==> config.mk <==
export PLATFORM = sky130hd
export DESIGN_NAME = ccff_chain_loader
export DESIGN_NICKNAME = d
export VERILOG_FILES = /design/src/rtl/ccff_chain_loader_pkg.sv /design/src/rtl/ccff_word_serializer.sv /design/src/rtl/ccff_chain_loader.sv
export SDC_FILE = /design/constraint.sdc
export NUM_CORES = 1
export LEC_CHECK = 0
export BUFFER_PORTS_ARGS = -buffer_cell sky130_fd_sc_hd__buf_2
export CORE_AREA = 2 2 47 49
export CTS_CLUSTER_SIZE = 14
export DETAILED_ROUTE_END_ITERATION = 6
export DIE_AREA = 0 0 49 51
export GPL_TIMING_DRIVEN = 1
export PLACE_DENSITY = 0.72
export SLEW_MARGIN = 20
export SYNTH_ARGS = -nofsm -noshare
export SYNTH_HDL_FRONTEND = slang
export SYNTH_SLANG_ARGS = --single-unit
==> constraint.sdc <==
create_clock -name prog_clk -period 2.32 [get_ports prog_clk]
set_clock_uncertainty 0.1 [all_clocks]
set_input_delay 0.696 -clock prog_clk [delete_from_list [all_inputs] [get_ports prog_clk]]
set_output_delay 0.696 -clock prog_clk [all_outputs]
set_load 0.01 [all_outputs]
==> src/rtl/ccff_chain_loader_pkg.sv <==
// ============================================================================
// Module  : ccff_chain_loader_pkg
// Purpose : Shared state encoding and width helpers for the ccff chain loader.
// Rev     : 1.0  initial release
// ============================================================================
`default_nettype none

package ccff_chain_loader_pkg;

   typedef enum logic [1:0] {
      ST_IDLE  = 2'd0,
      ST_LOAD  = 2'd1,
      ST_SHIFT = 2'd2,
      ST_DONE  = 2'd3
   } ccff_state_t;

   // Bit counter must be able to hold CHAIN_LEN itself, not just CHAIN_LEN-1.
   function automatic int ccff_cnt_w(input int chain_len);
      return $clog2(chain_len + 1);
   endfunction

   function automatic int ccff_idx_w(input int word_w);
      return (word_w > 1) ? $clog2(word_w) : 1;
   endfunction

endpackage

`default_nettype wire

==> src/rtl/ccff_word_serializer.sv <==
// ============================================================================
// Module  : ccff_word_serializer
// Purpose : Word shift register and bit index; presents bit 0 first.
// Rev     : 1.0  initial release
// ============================================================================
`default_nettype none

module ccff_word_serializer
   import ccff_chain_loader_pkg::*;
#(
   parameter int WORD_W = 8,
   parameter int IDX_W  = ccff_idx_w(WORD_W)
) (
   input  logic              clk,
   input  logic              rst,
   input  logic              load,
   input  logic              shift,
   input  logic [WORD_W-1:0] data,
   output logic              serial_bit,
   output logic              last_bit,
   output logic [IDX_W-1:0]  bit_idx
);

   localparam logic [IDX_W-1:0] c_last_idx = IDX_W'(WORD_W - 1);

   logic [WORD_W-1:0] r_shreg;
   logic [IDX_W-1:0]  r_idx;

   always_ff @(posedge clk or posedge rst) begin
      if (rst) begin
         r_shreg <= '0;
         r_idx   <= '0;
      end else if (load) begin
         r_shreg <= data;
         r_idx   <= '0;
      end else if (shift) begin
         r_shreg <= r_shreg >> 1;
         r_idx   <= r_idx + 1'b1;
      end
   end

   assign serial_bit = r_shreg[0];
   assign last_bit   = (r_idx == c_last_idx);
   assign bit_idx    = r_idx;

endmodule

`default_nettype wire

==> src/rtl/ccff_chain_loader.sv <==
// ============================================================================
// Module  : ccff_chain_loader
// Purpose : Serialises bitstream words onto a ccff chain with a gated shift
//           enable; optional tail readback under CCFF_READBACK_EN.
// Rev     : 1.0  initial release
// ============================================================================
`default_nettype none

module ccff_chain_loader
   import ccff_chain_loader_pkg::*;
#(
   parameter int CHAIN_LEN = 5,
   parameter int WORD_W    = 8,
   parameter int CNT_W     = ccff_cnt_w(CHAIN_LEN)
) (
   input  logic              prog_clk,
   input  logic              prog_reset,
   input  logic              start,
   input  logic [WORD_W-1:0] word_data,
   input  logic              word_valid,
   output logic              word_ready,
   output logic              ccff_head,
   input  logic              ccff_tail,
   output logic              ccff_clk_en,
   output logic              busy,
   output logic              done,
   output logic [CNT_W-1:0]  bits_loaded
`ifdef CCFF_READBACK_EN
   ,
   output logic [WORD_W-1:0] rb_data,
   output logic              rb_valid
`endif
);

   localparam int              IDX_W      = ccff_idx_w(WORD_W);
   localparam logic [CNT_W-1:0] c_last_bit = CNT_W'(CHAIN_LEN - 1);

   ccff_state_t      r_state;
   ccff_state_t      w_next;
   logic [CNT_W-1:0] r_bits;
   logic             w_shift;
   logic             w_load;
   logic             w_word_last;
   logic             w_chain_last;
   logic             w_serial_bit;
   logic [IDX_W-1:0] w_bit_idx;

   assign w_shift      = (r_state == ST_SHIFT);
   assign w_load       = (r_state == ST_LOAD) && word_valid;
   assign w_chain_last = w_shift && (r_bits == c_last_bit);

   always_ff @(posedge prog_clk or posedge prog_reset) begin
      if (prog_reset) begin
         r_state <= ST_IDLE;
      end else begin
         r_state <= w_next;
      end
   end

   // Chain-full wins over word-end so the final word's surplus bits are dropped.
   always_comb begin
      w_next = r_state;
      case (r_state)
         ST_IDLE:  if (start) w_next = ST_LOAD;
         ST_LOAD:  if (word_valid) w_next = ST_SHIFT;
         ST_SHIFT: begin
            if (w_chain_last) begin
               w_next = ST_DONE;
            end else if (w_word_last) begin
               w_next = ST_LOAD;
            end
         end
         ST_DONE:  w_next = ST_IDLE;
         default:  w_next = ST_IDLE;
      endcase
   end

   always_ff @(posedge prog_clk or posedge prog_reset) begin
      if (prog_reset) begin
         r_bits <= '0;
      end else if ((r_state == ST_IDLE) && start) begin
         r_bits <= '0;
      end else if (w_shift) begin
         r_bits <= r_bits + 1'b1;
      end
   end

   ccff_word_serializer #(
      .WORD_W (WORD_W),
      .IDX_W  (IDX_W)
   ) u_serializer (
      .clk        (prog_clk),
      .rst        (prog_reset),
      .load       (w_load),
      .shift      (w_shift),
      .data       (word_data),
      .serial_bit (w_serial_bit),
      .last_bit   (w_word_last),
      .bit_idx    (w_bit_idx)
   );

   assign word_ready  = (r_state == ST_LOAD);
   assign ccff_clk_en = w_shift;
   assign ccff_head   = w_serial_bit;
   assign busy        = (r_state != ST_IDLE);
   assign done        = (r_state == ST_DONE);
   assign bits_loaded = r_bits;

`ifdef CCFF_READBACK_EN
   logic [WORD_W-1:0] r_rb_acc;
   logic [WORD_W-1:0] w_rb_word;

   // Tail is sampled before the shift edge, so it returns the old chain contents.
   always_comb begin
      w_rb_word            = r_rb_acc;
      w_rb_word[w_bit_idx] = ccff_tail;
   end

   always_ff @(posedge prog_clk or posedge prog_reset) begin
      if (prog_reset) begin
         r_rb_acc <= '0;
         rb_data  <= '0;
         rb_valid <= 1'b0;
      end else begin
         rb_valid <= 1'b0;
         if (w_shift) begin
            if (w_word_last || w_chain_last) begin
               rb_data  <= w_rb_word;
               rb_valid <= 1'b1;
               r_rb_acc <= '0;
            end else begin
               r_rb_acc <= w_rb_word;
            end
         end
      end
   end
`else
   logic [IDX_W:0] w_unused_tail;
   assign w_unused_tail = {ccff_tail, w_bit_idx};
`endif

endmodule

`default_nettype wire
* Word level (Yosys, flattened, before mapping)
Index checks and enable logic that the tools add are counted.
** Cells by class
- Shift-type cells :: 0
- Reductions and logical operators :: 8
- Add/subtract/negate cells :: 2
- Order comparisons :: 0
- Multiply operators :: 0
- Equality and inequality tests :: 8
- Divide/modulo/power cells :: 0
- Muxes and demuxes :: 11
- Bitwise operators :: 0
** Operators with widths (count)
- $mux 8 :: 2
- $mux 3 :: 4
- $mux 2 :: 4
- $pmux 2 s4 :: 1
- $add 3x1->3 const B :: 2
- $eq 3x3->1 const B :: 2
- $reduce_bool 2->1 :: 3
- $eq 2x2->1 const B :: 2
- $ne 2x2->1 const B :: 2
- $logic_and 1x1->1 :: 3
- $ne 3x1->1 const B :: 1
- $reduce_and 3->1 :: 1
- $eq 2x1->1 const B :: 1
- $logic_not 2->1 :: 1
** Word-level totals
- Output and inout bits :: 8
- Bits in registers :: 16
- ROM bits :: 0
- Memories kept :: 0
- Bits of input ports :: 13
- Latch bits :: 0
- Memory bits (writable) :: 0

* Depth between registers and ports, before layout
Gate-level depths: netlist of the first run.
- Word-level depth :: 4
- Mapped depth :: 5

* Modules after synthesis
Synthesis of the first run repeated with hierarchy kept, for this count alone.
** Unflattened totals
- Cell total of the unflattened synthesis :: 75
- Area total of the unflattened synthesis :: 809.5 um^2
** By module, submodules not included
- ccff_word_serializer :: cells an instance 47, times used 1, area an instance 514.2 um^2
- ccff_chain_loader :: cells an instance 28, times used 1, area an instance 295.3 um^2

* Worst setup path before layout of the first run
OpenSTA, ideal clock, no wires.
- Path kind :: register to output
- Start point :: register r_state[0]
- End point :: output port busy
- Stages on the path, launching flop included :: 4
- Path buffers :: 2
- Arrival :: 902 ps
- Slack :: 622 ps
- Cells stage by stage :: dfrtp_1 buf_6 buf_6 or2_2
** On the way
- Word-level cells in the longest chain between the ends :: 1
** Ends and longest elaborated chain
- start: declaration :: line ccff_chain_loader.sv:38 : ccff_state_t r_state;
- start signal: assignment :: line ccff_chain_loader.sv:56 : r_state <= w_next;
- $reduce_bool 2->1 :: line ccff_chain_loader.sv:105 : assign busy = (r_state != ST_IDLE);
- end: declaration :: line ccff_chain_loader.sv:25 : output logic busy,
Every way passes these cells.

* Worst setup path in the final report of the first run
- Start point :: register r_state[1]
- End point :: output port ccff_clk_en
** On the way
- Word-level cells in the longest chain between the ends :: 1
** Ends and longest elaborated chain
- $eq 2x2->1 :: line ccff_chain_loader.sv:48 : assign w_shift = (r_state == ST_SHIFT);
- end: declaration :: line ccff_chain_loader.sv:24 : output logic ccff_clk_en,
Every way passes these cells.

==> implementation parameters, run 1 <==
Parameter                              Value

Status
  Run status    completed

Final layout
  Non-filler cells, final    135
  FILL cells    214
  Layout net count    126
  N_diodes    0
  Synth-to-Final Area Change    13.4%
  Final design area excluding fillers    0.00105 sq mm
  Proportion of layout cells with a drive suffix above 1    32.7%

Timing
  Crit share post-route    90.5%
  Setup violation total in the final timing report    0
  Worst-margin pin slew    0.612 ns
  Setup repair after global routing missed its margin    false
  Highest achievable clock rate    476 MHz
  Total negative slack for setup checks    0 ns
  Final Max Tran Viols    0
  Crit path time final    2.10 ns
  Max-Slew Margin vs Limit    59.2%
  Fin. Hold Viols    0

Routing
  Residual antenna-violating net count after detailed routing    0
  Drc violations    0
  Avg Vias per Cell    4.96
  Vias    670
  Detailed Route Iter0 Violations    7
  Total iterations of the first detailed-routing run    4
  Routed Wire Length    1600 um
  WL/cell    11.9 um

Synth
  Cells after Synth    88
  Post-Synthesis Net Count    105
  Number of synthesized flops with an enable pin    0
  Number of distinct standard cells referenced by the synthesized netlist    25
  Synth warn    0
  Netlist area before placement    926 sq um
  Fraction of post-synthesis cell area in the top cell type by area    43.2%
  Most area-hungry cell type in the Yosys netlist    dfrtp_1
  Mean instance size in the synthesized netlist    10.5 sq um
  Leading post-synthesis cells by cell area    dfrtp_1 (43%), mux2i_1 (9.7%), mux2_4 (6.5%)
  Share of synthesized flip-flops with an asynchronous set or reset    100%
  Commonest register cell after synthesis    dfrtp_1
  Post-synth top cells    dfrtp_1 (16), mux2i_1 (9), nand2_1 (9), o21ai_1 (8)
  Fraction of the yosys area taken by sequential cells    43.2%
  Count leader, synth    dfrtp_1
  Flip-flop and latch count after synthesis    16

Place
  Weighted congestion reported at the end of routability-driven placement    0.718
  Cell count after placement    132
  DPL Wire Length    1220 um
  Placement-stage cell area    0.00103 sq mm
  Port buffer count    19

Clock network
  Count of cells resized by post-cts repair    0
  Worst-path clk slew    0.09 ns
  Post-cts hold buffer count    0
  Deepest level of the CTS H-tree    1
  CTS Sinks    16
  Setup Buffers After CTS    0
  Root buffer cell    clkbuf_4
  Skew-Pair Late Insertion Delay    0.28 ns
  TritonCTS clock tree    done
  Clock Path Buffers    2
  Number of CTS-inserted buffers    3

Die
  Std-Cell Core Area    0.00206 sq mm
  Die ar.    0.00250 sq mm
  Number of placement rows    17
  Die width    49 um
  Die span in y    51 um
  Initial core utilization    44.9%
  Number of top-level pins    21

Global route
  Largest net degree at the start of global routing    17
  GRT Total Usage    14.3%
  Total gr overflow    0
  Initial antenna violation count    0
  First-pass GRT wire length    2740 um
  Number of global-route vias before repair    640

Worst setup path
  Crit-path cells    nand2b_2 -> inv_2 -> buf_2
  CP endpoint kind    output pin
  FF-to-FF setup slack    0.86 ns
  Startpoint of the worst register-to-register path    r_state[0]
  Cell count of the worst reg-to-reg path    4
  Slowest cell on crit path    dfrtp_1
  Delay contributed by the slowest stage of the critical path    0.60 ns
  Capture point of the worst path    ccff_clk_en
  Crit start category    register
  Dominant delay contributor by cell family on the critical path    flip-flops
  Maximum fanout along the worst path    14
  Required time of the critical path    1.52 ns
  Start point of the critical path    r_state[1]
  Critical R2R Capture    u_serializer.r_shreg[3]
  Buffers plus inverters on the worst setup path    2
  Data arrival time of the worst path    1.30 ns
  Critical path type    register to output pin
  Number of stages on the worst setup path    3

Power
  PD cells    1260 mW/mm^2
  Total chip power    1320 uW
  Leakage Power    0.000553 uW
  Maximum vdd ir drop    0.000601 V

Worst hold path
  Path class of the lowest-slack min-delay path    input port to async pin

Run
  Total of max-cap violations    0
stage by stage:
stage	util, %	hold slack [ns]	setup WS, ns
floorplan	-	0.375	0.622
CTS	50.9	0.388	0.204
global route	50.9	0.418	0.0834
detailed placement	49.8	0.406	0.518
finish	50.9	0.373	0.221
global placement	49.8	0.402	0.535
routing by layer:
| metal | GRT usage, % | up-vias | wire length [um] |
|---|---|---|---|
| li1 | - | 346 | - |
| met1 | 17.8 | 306 | 776 |
| met2 | 24.4 | 18 | 758 |
| met3 | 2.63 | 0 | 69 |
| met4 | 5.71 | 0 | 0 |
| met5 | 0 | - | 0 |
worst min path at each step:
| stage | to | startpoint |
|---|---|---|
| floorplan | u_serializer.r_shreg[7] | u_serializer.r_shreg[7] |
| global placement | u_serializer.r_shreg[7] | u_serializer.r_shreg[7] |
| detailed placement | u_serializer.r_shreg[7] | u_serializer.r_shreg[7] |
| CTS | u_serializer.r_shreg[3] | prog_reset |
| global route | u_serializer.r_shreg[3] | prog_reset |
| finish | u_serializer.r_shreg[2] | prog_reset |
flip-flops by register name, summed over array words and instances, names as in the netlist:
signal and flops:
r_state 2, bits_loaded 3, u_serializer.bit_idx 3, u_serializer.r_shreg 8
cells in the final DEF, fill, tap and decap left out, drive strengths merged, types with 2 or more instances in the layout:
cell / netlist / layout
buf: 5 / 21
dfrtp: 16 / 16
nand2: 10 / 10
mux2i: 9 / 9
o21ai: 8 / 8
mux2: 7 / 7
inv: 5 / 5
nor2: 4 / 4
o22ai: 4 / 4
a21oi: 4 / 4
ha: 4 / 4
clkbuf: 0 / 3
a22o: 2 / 2
nor2b: 2 / 2
nand2b: 2 / 2
cells by family after synthesis:
group | share of synthesized area (%)
buffers and inverters | 6.76
flip-flops | 43.2
AND/OR/NAND/NOR | 11.1
multiplexers | 19.9
adder cells (fa/ha/maj) | 5.41
AO/OA/AOI/OAI | 13.6
where the power goes:
part	leakage (uW)	switching, uW	internal, uW
logic	0.000336	309	347
clock network	0.0000138	81.4	60.1
registers	0.000204	124	404
total	0.000553	514	811
area by class of cell:
type | instances | area (sq um) | share of cell area [%]
multi-input combinational | 62 | 463 | 44.1
sequential | 16 | 400 | 38.1
timing repair buffer | 21 | 110 | 10.5
tap | 28 | 35.0 | 3.34
clock buffer | 3 | 22.5 | 2.15
inverter | 5 | 18.8 | 1.79
(Power assumes the default switching activity.)
==> run 2, diff against run 1 <==
--- a/config.mk
+++ b/config.mk
@@ -6,13 +6,16 @@
 export NUM_CORES = 1
 export LEC_CHECK = 0
 export BUFFER_PORTS_ARGS = -buffer_cell sky130_fd_sc_hd__buf_2
-export CORE_AREA = 2 2 47 49
+export CELL_PAD_IN_SITES_DETAIL_PLACEMENT = 2
+export CELL_PAD_IN_SITES_GLOBAL_PLACEMENT = 2
+export CORE_AREA = 2 2 53 55
 export CTS_CLUSTER_SIZE = 14
 export DETAILED_ROUTE_END_ITERATION = 6
-export DIE_AREA = 0 0 49 51
+export DIE_AREA = 0 0 55 57
 export GPL_TIMING_DRIVEN = 1
-export PLACE_DENSITY = 0.72
+export PLACE_DENSITY = 0.78
 export SLEW_MARGIN = 20
 export SYNTH_ARGS = -nofsm -noshare
 export SYNTH_HDL_FRONTEND = slang
+export SYNTH_HIERARCHICAL = 1
 export SYNTH_SLANG_ARGS = --single-unit
==> run 2 against run 1 <==
  * Clock power increased by 30%
  * Total power fell by 9.2%
  * Wire length up 5.2%
  * Critical endpoint unchanged
  * Setup slack worse by 0.031 ns
  * Synthesized cell count decreased by 15%
  * First-iteration DRC count down 71%
  * Clock-buffer cell count up 1
  * Maximum frequency down 1.5%
==> implementation parameters, run 2 <==
Parameter                              Value

Timing
  Final Max Tran Viols    0 (unchanged)
  Crit share post-route    91.8% (+1.3 points)
  Max-Slew Margin vs Limit    71.0% (+12 points)
  Worst-margin pin slew    0.434 ns (-0.177 ns)
  Setup repair after global routing missed its margin    false
  Fin. Hold Viols    0 (unchanged)
  Setup violation total in the final timing report    0 (unchanged)
  Total negative slack for setup checks    0 ns (unchanged)
  Worst path setup slack after routing    0.189 ns (-0.0312 ns)
  Highest achievable clock rate    469 MHz (-1.5%)
  Crit path time final    2.13 ns (+0.0312 ns)

Global route
  First-pass GRT wire length    2950 um (+7.8%)
  Initial antenna violation count    0 (unchanged)
  Largest net degree at the start of global routing    16 (-1)
  Met1 Track Usage GR    15.5% (-2.4 points)
  Number of global-route vias before repair    648 (+1.3%)
  Grt met3 use    2.36% (-0.28 points)
  Total gr overflow    0 (unchanged)
  Met2 usage in global routing    22.6% (-1.8 points)
  GRT Total Usage    13.4% (-0.88 points)
  Peak-usage layer in the global routing report    met2

Clock network
  Setup Buffers After CTS    0 (unchanged)
  CTS Sinks    16 (unchanged)
  Number of CTS-inserted buffers    3 (unchanged)
  Post-cts hold buffer count    0 (unchanged)
  Root buffer cell    clkbuf_4
  Skew-Pair Late Insertion Delay    0.29 ns (about the same)
  Clock Path Buffers    2 (unchanged)
  Count of cells resized by post-cts repair    0 (unchanged)
  Worst-path clk slew    0.10 ns (about the same)
  Deepest level of the CTS H-tree    1 (unchanged)
  TritonCTS clock tree    done

Die
  Std-Cell Core Area    0.00262 sq mm (+27%)
  Number of top-level pins    21 (unchanged)
  Initial core utilization    31.0% (-14 points)
  Die span in y    57 um (+12%)
  Die ar.    0.00314 sq mm (+25%)
  Number of placement rows    19 (+2)
  Die width    55 um (+12%)

Synth
  Post-synth top cells    dfrtp_1 (16), mux2i_1 (9), nand2_1 (8), o21ai_1 (7)
  Leading post-synthesis cells by cell area    dfrtp_1 (49%), mux2i_1 (11%), ha_1 (6.2%)
  Cells after Synth    75 (-15%)
  Number of synthesized flops with an enable pin    0 (unchanged)
  Flip-flop and latch count after synthesis    16 (unchanged)
  Count leader, synth    dfrtp_1
  Commonest register cell after synthesis    dfrtp_1
  Mean instance size in the synthesized netlist    10.8 sq um (+2.6%)
  Fraction of post-synthesis cell area in the top cell type by area    49.5% (+6.2 points)
  Fraction of the yosys area taken by sequential cells    49.5% (+6.2 points)
  Synth warn    6 (+6)
  Post-Synthesis Net Count    92 (-12%)
  Most area-hungry cell type in the Yosys netlist    dfrtp_1
  Share of synthesized flip-flops with an asynchronous set or reset    100% (unchanged)
  Number of distinct standard cells referenced by the synthesized netlist    28 (+12%)
  Netlist area before placement    810 sq um (-13%)

Routing
  Vias    620 (-7.5%)
  Detailed Route Iter0 Violations    2 (-5)
  Residual antenna-violating net count after detailed routing    0 (unchanged)
  Avg Vias per Cell    4.88 (-1.6%)
  Drc violations    0 (unchanged)
  Routed Wire Length    1690 um (+5.2%)
  Total iterations of the first detailed-routing run    4 (unchanged)
  WL/cell    13.3 um (+12%)

Worst setup path
  Critical R2R Capture    u_serializer/r_shreg[3]
  Maximum fanout along the worst path    15 (+1)
  Data arrival time of the worst path    1.33 ns (+0.03 ns)
  Startpoint of the worst register-to-register path    r_state[1]
  Critical path type    register to output pin
  FF-to-FF setup slack    0.83 ns (-0.03 ns)
  Crit start category    register
  Cell count of the worst reg-to-reg path    4 (unchanged)
  Required time of the critical path    1.52 ns (about the same)
  CP endpoint kind    output pin

Status
  Run status    completed

Final layout
  Synth-to-Final Area Change    19.3%
  Layout net count    114 (-9.5%)
  N_diodes    0 (unchanged)
  Largest Register    u_serializer/r_shreg
  Most frequent standard cell in the layout excluding fill and tap cells    buf_2
  Proportion of layout cells with a drive suffix above 1    30.2% (-2.5 points)
  Highest-count cells in the layout ignoring fill and taps    buf_2 (19), dfrtp_1 (16), mux2i_1 (9)
  Storage element area    400 sq um (unchanged)
  Layout Utilization    36.9% (-14 points)
  FILL cells    310 (+45%)
  Multi-input combinational cell area    367 sq um (-21%)
  Largest register FFs    8 (unchanged)

Power
  Leakage Power    0.000483 uW (-13%)
  Maximum vdd ir drop    0.000455 V (-24%)
  PD cells    1240 mW/mm^2 (-1.4%)

Worst hold path
  Path class of the lowest-slack min-delay path    input port to async pin

Run
  Total of max-cap violations    0 (unchanged)

Place
  Worst setup slack before clock tree synthesis    0.373 ns (-0.145 ns)
  Weighted congestion reported at the end of routability-driven placement    0.639 (-11%)
  Port buffer count    19 (unchanged)
  DPL Wire Length    1320 um (+7.6%)
-- run 2: changes by cell type after synthesis, sizes merged, moves of 2 or more --
cell,previous run,this run
mux2,7,1
o22ai,4,0
a21oi,4,1
and3b,0,2
buf,5,3
nand2,10,8
-- run 2: final cells by class --
class                   count  area share (%)
flip-flops and latches     16            41.5
multi-input cells          51            38.0
repair buffers             20            10.6
well taps                  31            4.02
clock buffers               4            3.76
inverters                   5            2.20
-- run 2: critical path: stages, from the launching register on --
cell and delay, ns:
dfrtp_1 0.44, nand2b_2 0.24, inv_4 0.20, buf_2 0.17
-- run 2: layer usage --
| layer | routed length (um) | part of all wire [%] |
|---|---|---|
| met3 | 79 | 4.7 |
| met5 | 0 | 0 |
| met4 | 40 | 2.4 |
| met1 | 700 | 41 |
| met2 | 868 | 51 |
-- run 2: logic make-up after synthesis --
logic type	count (synthesis)	synth area share, %
flip-flops	16	49.5
adder cells (fa/ha/maj)	4	6.18
buffers and inverters	8	5.25
XOR/XNOR	1	1.08
AO/OA/AOI/OAI	15	11.7
AND/OR/NAND/NOR	21	13.8
multiplexers	10	12.5
-- run 2: worst max-delay path by stage --
stage,end,start,slack (ns),cells past startpoint
2_1_floorplan,busy,r_state[1],0.78,1
3_3_place_gp,ccff_clk_en,r_state[0],0.41,3
3_5_place_dp,ccff_clk_en,r_state[0],0.37,3
4_1_cts,ccff_clk_en,r_state[0],0.05,3
5_1_grt,ccff_clk_en,r_state[0],0.08,3
6_report,ccff_clk_en,r_state[0],0.19,3
-- run 2: report_power, final --
group / switching (uW) / internal [uW]
logic: 260 / 250
clock network: 88.8 / 95.6
registers: 102 / 406
-- run 2: stage by stage --
step	instance area, sq um	std cells	hold slack [ns]	power, uW
2_1_floorplan	810	75	0.375	879
3_3_place_gp	927	123	0.407	990
3_5_place_dp	927	123	0.429	1030
4_1_cts	963	127	0.200	1230
5_1_grt	966	127	0.197	1330
6_report	966	127	0.202	1200
==> run 3, diff against run 2 <==
==> constraint.sdc (replaced) <==
create_clock -name prog_clk -period 2.32 [get_ports prog_clk]
set_clock_uncertainty 0.1 [all_clocks]
set_input_delay 0.232 -clock prog_clk [delete_from_list [all_inputs] [get_ports prog_clk]]
set_output_delay 0.232 -clock prog_clk [all_outputs]
set_load 0.01 [all_outputs]
==> run 3 against run 2 <==
  * Clock-buffer cell count did not move
  * Clock power fell by 3%
  * Cell count rose by 0.79%
  * Combinational power fell by 2%
  * Sequential share of layout area fell by 0.32 points
  * Core utilization rose by 0.29 points
  * Critical endpoint unchanged
  * Largest cell class unchanged
==> implementation parameters, run 3 (same netlist as run 2, synthesis figures left out) <==
Parameter                              Value

Timing
  Total negative slack for setup checks    0 ns (unchanged)
  Setup repair after global routing missed its margin    false
  Final Max Tran Viols    0 (unchanged)
  Max-Slew Margin vs Limit    72.1% (+1.1 points)
  Worst-margin pin slew    0.418 ns (-0.0160 ns)
  Fin. Hold Viols    0 (unchanged)
  Highest achievable clock rate    566 MHz (+21%)
  Setup violation total in the final timing report    0 (unchanged)
  Crit share post-route    76.2% (-16 points)
  Crit path time final    1.77 ns (-0.363 ns)

Clock network
  TritonCTS clock tree    done
  Count of cells resized by post-cts repair    0 (unchanged)
  Post-cts hold buffer count    1 (+1)
  Number of CTS-inserted buffers    3 (unchanged)
  Root buffer cell    clkbuf_4
  Skew-Pair Late Insertion Delay    0.28 ns (about the same)
  Deepest level of the CTS H-tree    1 (unchanged)
  Clock Path Buffers    2 (unchanged)
  Setup Buffers After CTS    0 (unchanged)
  CTS Sinks    16 (unchanged)
  Worst-path clk slew    0.09 ns (about the same)

Routing
  WL/cell    12.5 um (-5.8%)
  Residual antenna-violating net count after detailed routing    0 (unchanged)
  Vias    620 (unchanged)
  Detailed Route Iter0 Violations    3 (+1)
  Drc violations    0 (unchanged)
  Total iterations of the first detailed-routing run    4 (unchanged)
  Avg Vias per Cell    4.84 (-0.78%)
  Routed Wire Length    1600 um (-5.0%)

Die
  Die width    55 um (unchanged)
  Die ar.    0.00314 sq mm (unchanged)
  Std-Cell Core Area    0.00262 sq mm (unchanged)
  Number of placement rows    19 (unchanged)
  Initial core utilization    31.0% (unchanged)
  Number of top-level pins    21 (unchanged)
  Die span in y    57 um (unchanged)

Place
  DPL Wire Length    1240 um (-5.6%)
  Port buffer count    19 (unchanged)
  Weighted congestion reported at the end of routability-driven placement    0.620 (-3.0%)

Power
  Sequential fraction of design power    42.7% (+0.5 points)
  Net Sw Power    438 uW (-2.8%)
  PD cells    1220 mW/mm^2 (-1.9%)
  Share of total power in combinational logic    42.2% (-0.2 points)
  Leakage Power    0.000488 uW (+0.92%)
  Maximum vdd ir drop    0.000559 V (+23%)
  Pint    750 uW (-0.16%)
  Fraction of power spent switching nets    36.9% (-0.62 points)
  Part of the power in the clock network    15.1% (-0.2 points)

Worst setup path
  Buffers plus inverters on the worst setup path    2 (unchanged)
  Maximum fanout along the worst path    15 (unchanged)
  Required time of the critical path    1.99 ns (+0.47 ns)
  Delay contributed by the slowest stage of the critical path    0.44 ns (about the same)
  Slowest cell on crit path    dfrtp_1
  Data arrival time of the worst path    1.44 ns (+0.11 ns)
  CP endpoint kind    output pin
  Dominant delay contributor by cell family on the critical path    buffers and inverters
  Crit start category    register
  Crit-path cells    nand2b_2 -> inv_2 -> buf_2
  Critical path type    register to output pin

Final layout
  Layout net count    115 (+0.88%)
  FILL cells    310 (unchanged)
  Largest Register    u_serializer/r_shreg
  Most frequent standard cell in the layout excluding fill and tap cells    buf_2
  Layout Utilization    37.2% (+0.29 points)
  N_diodes    0 (unchanged)
  Proportion of layout cells with a drive suffix above 1    29.9% (-0.31 points)
  Multi-input combinational cell area    367 sq um (unchanged)
  Storage element area    400 sq um (unchanged)
  Largest register FFs    8 (unchanged)
  Synth-to-Final Area Change    20.2%
  Highest-count cells in the layout ignoring fill and taps    buf_2 (19), dfrtp_1 (16), mux2i_1 (9)

Global route
  Total gr overflow    0 (unchanged)
  First-pass GRT wire length    2880 um (-2.6%)
  Number of global-route vias before repair    665 (+2.6%)
  GRT Total Usage    12.7% (-0.72 points)
  Initial antenna violation count    0 (unchanged)
  Largest net degree at the start of global routing    16 (unchanged)

Status
  Run status    completed

Run
  Total of max-cap violations    0 (unchanged)

Worst hold path
  Path class of the lowest-slack min-delay path    input port to register
==> run 3: final timing paths <==
| check | from | to | slack, ns | cells past startpoint |
|---|---|---|---|---|
| max | r_state[0] | ccff_clk_en | 0.55 | 3 |
| min | word_data[7] | u_serializer/r_shreg[7] | 0.06 | 3 |
| max reg2reg | r_state[0] | u_serializer/r_shreg[0] | 0.83 | 4 |
| min reg2reg | u_serializer/bit_idx[1] | u_serializer/bit_idx[1] | 0.44 | 2 |
| max in group asynchronous | prog_reset | u_serializer/r_shreg[3] | 1.44 | 3 |
| min in group asynchronous | prog_reset | r_state[1] | 0.30 | 3 |
==> run 3: tightest hold or removal path: stages <==
cell,delay [ns]
buf_2,0.07
nand2_1,0.04
o21ai_0,0.06
==> run 3: power groups by stage <==
stage / sequential [uW] / combinational [uW] / clock [uW]
6_report: 507 / 502 / 179
5_1_grt: 531 / 583 / 208
4_1_cts: 510 / 516 / 193
3_5_place_dp: 516 / 511 / 0
3_3_place_gp: 503 / 485 / 0
2_1_floorplan: 502 / 378 / 0
==> run 3: cell type report <==
type / instances / area share, %
well taps: 31 / 3.98
inverters: 5 / 1.93
repair buffers: 21 / 11.6
multi-input cells: 51 / 37.7
flip-flops and latches: 16 / 41.1
clock buffers: 4 / 3.73
==> run 3: routing by layer <==
layer / track usage (%) / up-vias / share of wire, %
met1: 14.7 / 306 / 41
li1: - / 297 / -
met4: 6.27 / 0 / 0.75
met5: 0 / - / 0
met3: 3.40 / 2 / 5.2
met2: 20.9 / 15 / 53
==> run 3: stage by stage <==
stage | hold slack (ns) | power [uW] | area [sq um] | setup WS (ns) | instances
3_5_place_dp | 0.0606 | 1030 | 927 | 0.832 | 123
4_1_cts | 0.0400 | 1220 | 973 | 0.513 | 128
6_report | 0.0601 | 1190 | 973 | 0.552 | 128
2_1_floorplan | -0.0895 | 879 | 810 | 0.972 | 75
3_3_place_gp | 0.0540 | 989 | 927 | 0.868 | 123
5_1_grt | 0.0505 | 1320 | 973 | 0.424 | 128
